[src/rtl/kontroler_przerwan_pkg.sv]
`default_nettype none
// ============================================================================
//  Module      : przerwania_pkg
//  Description : Shared types and helpers for the interrupt controller:
//                FSM state type, exception vector constant and the
//                vector-address helper.
//  Revision    : 1.0 - initial release
// ============================================================================
package przerwania_pkg;

   // Controller FSM: waiting, announcing a request, handler running
   typedef enum logic [1:0] {
      IDLE       = 2'd0,
      ZGLOSZENIE = 2'd1,
      OBSLUGA    = 2'd2
   } stan_t;

   // Address reserved for the decoder's exception entry
   localparam logic [7:0] c_WEKTOR_WYJATKU = 8'h06;

   // Vector of source i: base + i*step, wrapping modulo 256
   function automatic logic [7:0] wektor(input logic [7:0]  baza,
                                         input logic [7:0]  krok,
                                         input int unsigned i);
      logic [31:0] w_suma;
      w_suma = 32'(baza) + 32'(i) * 32'(krok);
      return w_suma[7:0];
   endfunction

endpackage
`default_nettype wire

[src/rtl/kontroler_przerwan_priorytet_enkoder.sv]
`default_nettype none
// ============================================================================
//  Module      : priorytet_enkoder
//  Description : Combinational fixed-priority encoder; the lowest set bit of
//                the candidate vector wins.
//  Revision    : 1.0 - initial release
// ============================================================================
module priorytet_enkoder #(
   parameter int N  = 4,
   parameter int IW = (N > 1) ? $clog2(N) : 1
) (
   input  logic [N-1:0]  i_cand,
   output logic          o_valid,
   output logic [IW-1:0] o_index,
   output logic [N-1:0]  o_onehot
);

   // Scan from the top down so that the lowest index overrides the rest
   always_comb begin
      o_valid  = 1'b0;
      o_index  = '0;
      o_onehot = '0;
      for (int i = N - 1; i >= 0; i--) begin
         if (i_cand[i]) begin
            o_valid     = 1'b1;
            o_index     = IW'(i);
            o_onehot    = '0;
            o_onehot[i] = 1'b1;
         end
      end
   end

endmodule
`default_nettype wire

[src/rtl/kontroler_przerwan.sv]
`default_nettype none
// ============================================================================
//  Module      : kontroler_przerwan
//  Description : Interrupt controller. Latches rising edges of the sources
//                into a pending register, applies mask and GIE, and hands
//                one request at a time to the instruction decoder, holding
//                further requests off until the handler returns (RETI).
//  Revision    : 1.0 - initial release
// ============================================================================
module kontroler_przerwan
   import przerwania_pkg::*;
#(
   parameter int         N_ZRODEL = 4,
   parameter logic [7:0] VEC_BASE = 8'h10,
   parameter logic [7:0] VEC_STEP = 8'h02
) (
   input  logic                clk,
   input  logic                rst,
   input  logic [N_ZRODEL-1:0] irq_src,
   input  logic                maska_wr,
   input  logic [N_ZRODEL-1:0] maska_dane,
   input  logic                int_en,
   input  logic                int_dis,
   input  logic                reti,
   input  logic                gotowy,
   input  logic                stos_pc_full,
   output logic                jest_przerwanie,
   output logic [7:0]          int_vec,
   output logic                gie,
   output logic [N_ZRODEL-1:0] pending,
   output logic [N_ZRODEL-1:0] w_obsludze
);

   localparam int c_IW = (N_ZRODEL > 1) ? $clog2(N_ZRODEL) : 1;

   // Elaboration-time parameter sanity checks
   generate
      if (N_ZRODEL < 1 || N_ZRODEL > 8) begin : g_zla_liczba_zrodel
         $error("kontroler_przerwan: N_ZRODEL must be in 1..8");
      end
      for (genvar gi = 0; gi < N_ZRODEL; gi++) begin : g_sprawdz_wektor
         if (wektor(VEC_BASE, VEC_STEP, gi) == c_WEKTOR_WYJATKU) begin : g_kolizja
            $error("kontroler_przerwan: a source vector equals the exception address");
         end
      end
   endgenerate

   logic [N_ZRODEL-1:0] r_prev_src;
   logic [N_ZRODEL-1:0] r_pending;
   logic [N_ZRODEL-1:0] r_maska;
   logic [N_ZRODEL-1:0] r_w_obsludze;
   logic [N_ZRODEL-1:0] r_onehot;
   logic                r_gie;
   logic                r_jest_przerwanie;
   logic [7:0]          r_int_vec;
   stan_t               r_stan;

   logic [N_ZRODEL-1:0] w_edge;
   logic [N_ZRODEL-1:0] w_cand;
   logic [N_ZRODEL-1:0] w_onehot;
   logic [N_ZRODEL-1:0] w_clr;
   logic [c_IW-1:0]     w_index;
   logic                w_valid;
   logic                w_grant;

   assign w_edge = irq_src & ~r_prev_src;
   assign w_cand = r_pending & r_maska;

   priorytet_enkoder #(
      .N  (N_ZRODEL),
      .IW (c_IW)
   ) u_enkoder (
      .i_cand   (w_cand),
      .o_valid  (w_valid),
      .o_index  (w_index),
      .o_onehot (w_onehot)
   );

   // A grant needs an idle controller at an instruction boundary with room on
   // the PC stack; a simultaneous CLI from the decoder vetoes it
   assign w_grant = (r_stan == IDLE) & r_gie & w_valid & gotowy
                    & ~stos_pc_full & ~int_dis;
   assign w_clr   = w_grant ? w_onehot : '0;

   // Edge capture, pending/mask registers and global enable
   always_ff @(posedge clk) begin
      if (rst) begin
         r_prev_src <= '0;
         r_pending  <= '0;
         r_maska    <= '0;
         r_gie      <= 1'b0;
      end else begin
         r_prev_src <= irq_src;
         // set has priority so an edge during acknowledge is not lost
         r_pending  <= (r_pending & ~w_clr) | w_edge;
         if (maska_wr) begin
            r_maska <= maska_dane;
         end
         // clears (decoder CLI or our own acknowledge) beat SEI
         if (int_dis || (r_stan == ZGLOSZENIE)) begin
            r_gie <= 1'b0;
         end else if (int_en) begin
            r_gie <= 1'b1;
         end
      end
   end

   // Request FSM with registered request pulse, vector and in-service flags
   always_ff @(posedge clk) begin
      if (rst) begin
         r_stan            <= IDLE;
         r_jest_przerwanie <= 1'b0;
         r_int_vec         <= 8'h00;
         r_onehot          <= '0;
         r_w_obsludze      <= '0;
      end else begin
         case (r_stan)
            IDLE: begin
               if (w_grant) begin
                  r_stan            <= ZGLOSZENIE;
                  r_jest_przerwanie <= 1'b1;
                  r_int_vec         <= wektor(VEC_BASE, VEC_STEP, 32'(w_index));
                  r_onehot          <= w_onehot;
               end
            end
            ZGLOSZENIE: begin
               r_jest_przerwanie <= 1'b0;
               r_w_obsludze      <= r_onehot;
               r_stan            <= OBSLUGA;
            end
            OBSLUGA: begin
               // no nesting: SEI inside the handler only touches GIE
               if (reti) begin
                  r_w_obsludze <= '0;
                  r_stan       <= IDLE;
               end
            end
            default: begin
               r_stan            <= IDLE;
               r_jest_przerwanie <= 1'b0;
            end
         endcase
      end
   end

   assign jest_przerwanie = r_jest_przerwanie;
   assign int_vec         = r_int_vec;
   assign gie             = r_gie;
   assign pending         = r_pending;
   assign w_obsludze      = r_w_obsludze;

endmodule
`default_nettype wire

[config.mk]
export PLATFORM = sky130hd
export DESIGN_NAME = kontroler_przerwan
export DESIGN_NICKNAME = d
export VERILOG_FILES = /design/src/rtl/kontroler_przerwan_pkg.sv /design/src/rtl/kontroler_przerwan_priorytet_enkoder.sv /design/src/rtl/kontroler_przerwan.sv
export SDC_FILE = /design/constraint.sdc
export NUM_CORES = 1
export LEC_CHECK = 0
export ABC_AREA = 0
export BUFFER_PORTS_ARGS = -buffer_cell sky130_fd_sc_hd__buf_2
export CORE_AREA = 8 8 70 72
export DETAILED_ROUTE_END_ITERATION = 16
export DIE_AREA = 0 0 78 80
export GPL_TIMING_DRIVEN = 0
export PLACE_DENSITY = 0.5
export SYNTH_ARGS = -nofsm -noshare
export SYNTH_HDL_FRONTEND = slang
export SYNTH_HIERARCHICAL = 1
export SYNTH_SLANG_ARGS = --single-unit
[constraint.sdc]
create_clock -name clk -period 2.3 [get_ports clk]
set_clock_uncertainty 0.2 [all_clocks]
set_input_delay 0 -clock clk [delete_from_list [all_inputs] [get_ports clk]]
set_output_delay 0 -clock clk [all_outputs]
set_load 0.05 [all_outputs]
# ---- Yosys cells after proc, flatten, opt, wreduce, memory -nomap -nowiden
# Cells that the tools add are included.
dict set report word_totals {
  reg_bits 32
  latchBits 0
  mem_bits_rw 0
  rom_bits 0
  in_bits 16
  wordCells 56
  n_memories 0
}
dict set report classes {
  n_addsub 1
  mul 0
  div 0
  order_cmp 0
  n_eq_ne 4
  shifts 0
  mux 20
  bitwise 14
  reduce_logical 8
}
# cell n
set ops {}
lappend ops {{two-way mux 4 bit} 6}
lappend ops {{bitwise AND 4 bit} 3}
lappend ops {{two-way mux 2 bit} 6}
lappend ops {{NOT 4 bit} 2}
lappend ops {{one-hot mux 4 bit (2 select lines)} 1}
lappend ops {{AND reduction 2 bit} 4}
lappend ops {{adder 5 x 3 -> 6 bit, first input constant} 1}
lappend ops {{one-hot mux 2 bit (3 select lines)} 1}
lappend ops {{bitwise AND 1 bit} 5}
lappend ops {{two-way mux 1 bit} 5}
lappend ops {{inequality test 2 bit, second input constant} 2}
lappend ops {{OR 4 bit} 1}
lappend ops {{NOT 1 bit} 3}
lappend ops {{equality test 2 x 1 -> 1 bit, second input constant} 1}
lappend ops {{equality test 2 bit, second input constant} 1}
lappend ops {{logical NOT 2 bit} 1}
lappend ops {{one-hot mux 1 bit (2 select lines)} 1}
lappend ops {{nonzero test 2 bit} 1}
lappend ops {{OR reduction 2 bit} 1}
lappend ops {{logical OR 1 bit} 1}

# ---- Longest topological paths before layout
# Gate-level depths: netlist of the first run.
dict set report depth {
  depth_word 13
  ltp_mapped 7
  depth_no_buf 6
}

# ---- Cells and area by module
# The synthesis of the first run kept the hierarchy.
# module n_inst cells_per_inst area_each_um2
set by_module_without_submodules {}
lappend by_module_without_submodules {kontroler_przerwan 1 109 1052.3}
lappend by_module_without_submodules {priorytet_enkoder 1 11 61.3}

# ---- Least setup slack after synthesis of the first run
# OpenSTA, ideal clock, no wires.
dict set report synth_path {
  path_kind {register -> register}
  from {register r_pending[0] (netlist: pending[0])}
  to {register r_pending[0] (netlist: pending[0])}
  setup_ns 0.117
  arrival_ns 1.726
  required_time_ns 1.983
  setup_slack_ns 0.256
  path_stages_with_launch 8
  path_buffers 1
  cell_sequence {dfxtp_1 and2_1 nor2_1 nand2_1 and4bb_2 buf_2 nand3_1 a32o_1}
}
dict set report synth_via {
  elab_chain_cells 10
}
# item line_no
set synth_rtl {}
lappend synth_rtl {{from (decl)} kontroler_przerwan.sv:49} ;# logic [N_ZRODEL-1:0] r_pending;
lappend synth_rtl {{from (signal assigned)} kontroler_przerwan.sv:95} ;# r_pending <= (r_pending & ~w_clr) | w_edge;
lappend synth_rtl {{bitwise AND 4 bit} kontroler_przerwan.sv:67} ;# assign w_cand = r_pending & r_maska;
lappend synth_rtl {{via w_cand[0]} kontroler_przerwan.sv:59} ;# logic [N_ZRODEL-1:0] w_cand;
lappend synth_rtl {{two-way mux 1 bit} kontroler_przerwan_priorytet_enkoder.sv:24} ;# if (i_cand[i]) begin
lappend synth_rtl {{via w_valid} kontroler_przerwan.sv:63} ;# logic w_valid;
lappend synth_rtl {{bitwise AND 1 bit (2 in series)} kontroler_przerwan.sv:81} ;# assign w_grant = (r_stan == IDLE) & r_gie & w_valid & gotowy
lappend synth_rtl {{bitwise AND 1 bit (2 in series)} kontroler_przerwan.sv:82} ;# & ~stos_pc_full & ~int_dis;
lappend synth_rtl {{two-way mux 4 bit} kontroler_przerwan.sv:83} ;# assign w_clr = w_grant ? w_onehot : '0;
lappend synth_rtl {{NOT 4 bit} kontroler_przerwan.sv:95}
lappend synth_rtl {{bitwise AND 4 bit} kontroler_przerwan.sv:95}
lappend synth_rtl {{OR 4 bit} kontroler_przerwan.sv:95}
# The timed path passes the listed nets, and every way through them passes these cells.
# A chain may end at the register's enable or synchronous reset.

# ---- Final worst setup path of the first run
dict set report layout_path {
  from {register r_pending[0] (netlist: pending[0])}
  to {register r_pending[1] (netlist: pending[1])}
}
# The elaborated chain is that of the path after synthesis.

==> out/results.tsv, run 1 <==
stage	metric	value	unit
clock_tree	clock-sinks	27	
hold_path	hold_class	in2reg	
sta	setup_viol	0	
route	drc	0	
pwr	p_seq_share	54.2	%
worst_setup_path	path_max_fanout	7	
sta	worstMarginPinSlew	537.6	ps
worst_setup_path	arrival	1840	ps
pwr	p_per_area	592.1	mW/mm^2
sta	relSlewSlack	64.16	%
worst_setup_path	rrSetupSlack	430	ps
route	ant_nets	0	
floorplan	die_x	78	um
synthesis	synth_area_leaders	dfxtp_1, mux2i_1, a21oi_1	
layout	final_cells	221	
pwr	p_sw	0.2374	mW
global_route	grt_pass1_vias	1049	
floorplan	initial_core_util	28.88	%
placement	io_buffers	27	
placement	post_dp_cell_area	0.001326	mm^2
route	drtIter0Drc	20	
worst_setup_path	slowest_stage	dfxtp_1	
clock_tree	cts_buffers	3	
synthesis	synth_largest_area_cell	dfxtp_1	
floorplan	core	0.003856	mm^2
sta	rsz0062_at_grt	no	
worst_setup_path	required	2270	ps
floorplan	die_area	0.006240	mm^2
pwr	p_total	0.9067	mW
clock_tree	cts_root_buffer	clkbuf_8	
worst_setup_path	crit_chain	and2_1 > nor2_1 > nand2_1 > and4bb_2 > buf_2 > nand3_1 > a32o_1	
synthesis	synth_top_area_share	48.54	%
worst_setup_path	slowest_delay	360	ps
placement	routabilityCongestion	0.6924	
hold_path	worstHoldStart	gotowy	
clock_tree	post_cts.repair.setup_buffers	0	
floorplan	io_pins	34	
clock_tree	clk_latency	270	ps
synthesis	netlist_area	0.001114	mm^2
synthesis	yosysWarnings	6	
sta	maxClockFrequency	0.5342	GHz
layout	final_nets	188	
sta	setup_ws	428.1	ps
global_route	gr-total-overflow	0	
global_route	grt_pass1_wl	4609	um
global_route	grt_max_degree	15	
floorplan	die_h	80	um
worst_setup_path	r2r-end	pending[1]	
sta	timing.hold.ws	130.6	ps
outcome	status	finished, final reports clean	
route	num_vias	957	
placement	place_hpwl	2042	um
pwr	p_leak	0.6710	nW
worst_setup_path	worstSetupStartpoint	pending[0]	
layout	n_antenna_cell	0	
worst_setup_path	r2r_cells	7	
placement	placed_cells	201	
route	drt_wl_total	2647	um
synthesis	postSynthAreaPerCell	9.280	um^2
global_route	grt_usage	9.165	%
worst_setup_path	r2r_start	pending[0]	
pwr	swShare	26.18	%
layout	fin_area	0.001531	mm^2
worst_setup_path	cp_top_family	simple AND/OR/NAND/NOR gates	
worst_setup_path	crit_buf_inv	1	
sta	min_period_over_period	81.39	%
layout	drive_gt1_share	24.56	%
pwr	intPower	0.6693	mW
route	routedWlPerCell	11.98	um
worst_setup_path	cp_num_cells	7	
clock_tree	path_clk_slew	90	ps
synthesis	ys_seq_area_share	48.54	%
flow_run	drv_cap	0	
worst_setup_path	worstSetupPathType	reg2reg	
floorplan	num_rows	23	
pwr	p_clk_share	29.4	%
route	avgViaCountPerCell	4.330	
sta	hold_viol_final	0	
worst_setup_path	startpoint_type	flip-flop	
layout	fillers	438	
sta	finalSetupTns	0	ps
layout	syn_to_final_growth	37.53	%
pwr	vdd_drop_max	0.0003876	V
global_route	antenna_found_initial	0	
worst_setup_path	critical_path.endpoint	pending[1]	
worst_setup_path	cp-end-kind	flip-flop	
route	first_pass_iters	4	
clock_tree	cts.path.max_buffers	2	
clock_tree	ctsHtreeMaxLevel	1	
layout	fin_util	39.71	%
synthesis	syn_inst	120	
pwr	pwr-share-comb	16.4	%
sta	fin_crit	1872	ps
clock_tree	cts_tree	yes	
sta	slew_viol_final	0	
placement	place_ws	455.0	ps
synthesis	synth_seq_cells	27	
synthesis	synth_cell_types	28	
[cells by family after synthesis]
| kind of cell | Yosys count | share of synthesized area (%) |
|---|---|---|
| AND/OR/NAND/NOR | 45 | 24.38 |
| other | 1 | 0.3368 |
| multiplexers | 7 | 6.292 |
| flip-flops | 27 | 48.54 |
| AO/OA/AOI/OAI | 22 | 12.13 |
| buffers and inverters | 18 | 8.315 |
[worst min path at each step]
stage,slack (ps),endpoint,depth (start not counted)
2_1_floorplan,-120,gie,1
3_3_place_gp,3,r_prev_src[0],2
3_5_place_dp,3,r_prev_src[0],2
4_1_cts,140,r_onehot[2],4
5_1_grt,170,r_onehot[1],4
6_report,130,r_onehot[2],4
[placed cells by master (no fill, tap or decap), drive strengths merged]
| cell | netlist | final |
|---|---|---|
| o21ai | 6 | 6 |
| nand3b | 1 | 1 |
| and2b | 1 | 1 |
| and2 | 5 | 5 |
| a2111oi | 1 | 1 |
| a32o | 4 | 4 |
| nand4bb | 1 | 1 |
| mux2i | 7 | 7 |
| buf | 8 | 35 |
| nand3 | 6 | 6 |
| nor3 | 2 | 2 |
| nor2 | 13 | 13 |
| dfxtp | 27 | 27 |
| conb | 1 | 5 |
| inv | 8 | 8 |
| or3b | 2 | 2 |
| nor4 | 1 | 1 |
| nand2 | 4 | 4 |
| and4bb | 1 | 1 |
| nand2b | 2 | 2 |
| clkbuf | 2 | 6 |
| or2b | 1 | 1 |
| nor2b | 4 | 4 |
| nor3b | 1 | 1 |
| a21oi | 11 | 11 |
| dlygate4sd3 | 0 | 16 |
[flip-flops by register name (all words and copies together), names as in the netlist, 2 cells and up]
register    count
r_onehot        4
r_stan          2
w_obsludze      4
r_maska         4
pending         4
int_vec         3
r_prev_src      4
[cell usage after synthesis]
library cell  number
inv_1              8
o21ai_0            6
nor4_1             1
nor3b_4            1
nor3_1             2
and4bb_2           1
and2b_1            1
nor2_1            13
nand3_1            6
or3b_4             1
and2_1             5
a21oi_1           11
buf_2              2
nand3b_1           1
nand2_1            4
nand4bb_1          1
mux2i_1            7
or3b_1             1
nand2b_4           1
conb_1             1
clkbuf_1           2
nand2b_1           1
or2b_1             1
buf_4              6
a2111oi_1          1
dfxtp_1           27
a32o_1             4
nor2b_1            4
[power groups by stage]
stage               logic, mW  clock network, mW  registers (mW)
floorplan              0.0657                  0           0.529
global placement        0.123                  0           0.502
detailed placement      0.125                  0           0.503
CTS                     0.149              0.274           0.492
global route            0.161              0.298           0.494
finish                  0.149              0.267           0.492
[per-layer routing]
metal  track usage, %  wire length [um]  up-vias
li1                 -                 -      498
met1            9.595              1188      435
met2            16.96              1318       19
met3            2.027                94        5
met4            4.444                45        0
met5                0                 0        -
[worst min-delay path: stages]
cell and delay [ps]:
buf_2 110, nand4bb_1 200, o21ai_0 130, a21oi_1 130
[repair_timing]
item                                    CTS  global route
hold endpoints to repair                 18             0
endpoints found under the setup margin    0             0
hold buffers                             16             0
resized for setup                         0             0
[cell type report]
class / count / area, um^2 / share of cell area (%)
plain buffers: 10 / 62.56 / 4.085
clock buffers: 4 / 45.04 / 2.941
inverters: 8 / 30.03 / 1.961
multi-input cells: 79 / 495.5 / 32.35
flip-flops and latches: 27 / 540.5 / 35.29
well taps: 50 / 62.56 / 4.085
repair buffers: 43 / 295.3 / 19.28
(Power assumes the default switching activity.)
==> run 2: changes to the inputs <==
==> constraint.sdc (replaced) <==
create_clock -name clk -period 1.85 [get_ports clk]
set_clock_uncertainty 0.2 [all_clocks]
set_input_delay 0 -clock clk [delete_from_list [all_inputs] [get_ports clk]]
set_output_delay 0 -clock clk [all_outputs]
set_load 0.05 [all_outputs]
==> run 2 against run 1 <==
Net effect: sequential power rose by 24%; total power rose by 25%; die area did not move; via count rose by 1.1%; the run now ends with negative hold slack left; largest power group unchanged; sequential cell count did not move.
==> out/results.tsv, run 2 (synthesized netlist as in run 1, its figures left out) <==
stage	metric	value	unit	change
global_route	grt_usage	9.155	%	was 9.165%
worst_setup_path	startpoint_type	input port		was flip-flop
sta	rsz0062_at_grt	no		unchanged
clock_tree	cts_buffers	3		unchanged
placement	post_dp_cell_area	0.001336	mm^2	was 0.001326 mm^2
floorplan	core	0.003856	mm^2	unchanged
layout	final_common_cell	buf_2		unchanged
route	drt_wl_total	2657	um	was 2647 um
floorplan	io_pins	34		unchanged
route	routedWlPerCell	12.08	um	was 11.98 um
hold_path	hold_class	in2reg		unchanged
global_route	grt_pass1_vias	1056		was 1049
worst_setup_path	required	1820	ps	was 2270 ps
layout	syn_to_final_growth	39.44	%	was 37.53%
global_route	antenna_found_initial	0		unchanged
sta	worstMarginPinSlew	535.0	ps	was 537.6 ps
floorplan	num_rows	23		unchanged
worst_setup_path	worstSetupPathType	in2reg		was reg2reg
worst_setup_path	rrSetupSlack	120	ps	was 430 ps
layout	final_cells	220		was 221
layout	drive_gt1_share	28.82	%	was 24.56%
floorplan	initial_core_util	28.88	%	unchanged
global_route	gr-total-overflow	0		unchanged
route	drtIter0Drc	47		was 20
layout	n_antenna_cell	0		unchanged
placement	io_buffers	27		unchanged
flow_run	drv_cap	0		unchanged
sta	setup_viol	0		unchanged
clock_tree	path_clk_slew	90	ps	about the same
clock_tree	clk_latency	270	ps	about the same
global_route	grt_pass1_wl	4636	um	was 4609 um
sta	finalSetupTns	0	ps	unchanged
layout	final_cell_mix	buf_2, dfxtp_1, dlygate4sd3_1		unchanged
clock_tree	cts_root_buffer	clkbuf_8		unchanged
outcome	status	finished, violations left		was finished, final reports clean
clock_tree	cts_tree	yes		unchanged
outcome	violations	negative hold slack		
route	drc	0		unchanged
route	num_vias	968		was 957
route	ant_nets	0		unchanged
placement	placed_cells	201		unchanged
floorplan	die_h	80	um	unchanged
clock_tree	ctsHtreeMaxLevel	1		unchanged
worst_setup_path	cp-end-kind	flip-flop		unchanged
pwr	p_leak	0.6732	nW	was 0.6710 nW
clock_tree	clock-sinks	27		unchanged
route	first_pass_iters	4		unchanged
layout	fin_area	0.001553	mm^2	was 0.001531 mm^2
worst_setup_path	arrival	1740	ps	was 1840 ps
placement	place_hpwl	2022	um	was 2042 um
sta	min_period_over_period	95.73	%	
sta	slew_viol_final	0		unchanged
pwr	p_per_area	730.7	mW/mm^2	was 592.1 mW/mm^2
global_route	grt_max_degree	17		was 15
sta	maxClockFrequency	0.5646	GHz	
sta	relSlewSlack	64.33	%	was 64.16%
pwr	p_total	1.135	mW	was 0.9067 mW
sta	hold_viol_final	2		was 0
clock_tree	cts.path.max_buffers	2		unchanged
sta	fin_crit	1771	ps	
layout	final_nets	187		was 188
worst_setup_path	path_max_fanout	10		was 7
sta	timing.hold.ws	-11.34	ps	was 130.6 ps
pwr	vdd_drop_max	0.0003858	V	was 0.0003876 V
placement	routabilityCongestion	0.7203		was 0.6924
route	avgViaCountPerCell	4.400		was 4.330
floorplan	die_area	0.006240	mm^2	unchanged
floorplan	die_x	78	um	unchanged
==> run 2: critical path, cell delays in order <==
cell,delay [ps]
dlygate4sd3_1,520
buf_2,120
clkbuf_1,420
nor4_2,100
dlygate4sd3_1,580
==> run 2: power breakdown <==
group	internal [mW]	total, mW	switching, mW
Sequential	0.602	0.612	0.0106
Combinational	0.0785	0.186	0.107
Clock	0.154	0.337	0.183
Total	0.834	1.13	0.300
==> run 2: layout make-up <==
type / count / area, um^2
well taps: 50 / 62.56
multi-input cells: 79 / 508.0
fillers: 403 / 2303
clock inverters: 1 / 6.256
clock buffers: 3 / 41.29
repair buffers: 43 / 295.3
plain buffers: 9 / 57.56
inverters: 8 / 30.03
flip-flops and latches: 27 / 551.8
==> run 2: layer usage <==
layer	routed length (um)	GRT usage [%]
met5	0	0
met1	1129	10.03
met2	1381	16.29
met3	99	2.140
met4	46	4.444
==> run 2: repair_timing <==
item | CTS | global route
buffers inserted | 0 | 0
setup endpoints to repair | 1 | 5
endpoints found under the hold margin | 18 | 0
hold buffers | 16 | 0
gates resized for setup | 1 | 3
==> run 2: stage by stage <==
| stage | setup slack, ps | util [%] |
|---|---|---|
| 2_1_floorplan | 28.12 | - |
| 3_3_place_gp | 7.330 | 34.65 |
| 3_5_place_dp | 8.338 | 34.65 |
| 4_1_cts | 22.58 | 40.10 |
| 5_1_grt | 10.07 | 40.27 |
| 6_report | 78.98 | 40.27 |
==> run 2: path summary, 6_finish.rpt <==
check / start / end / depth (start not counted)
setup / recovery: rst / gie / 5
hold reg to reg: int_vec[4] / int_vec[4] / 2
setup reg to reg: pending[3] / pending[3] / 6
hold / removal: stos_pc_full / int_vec[1] / 4
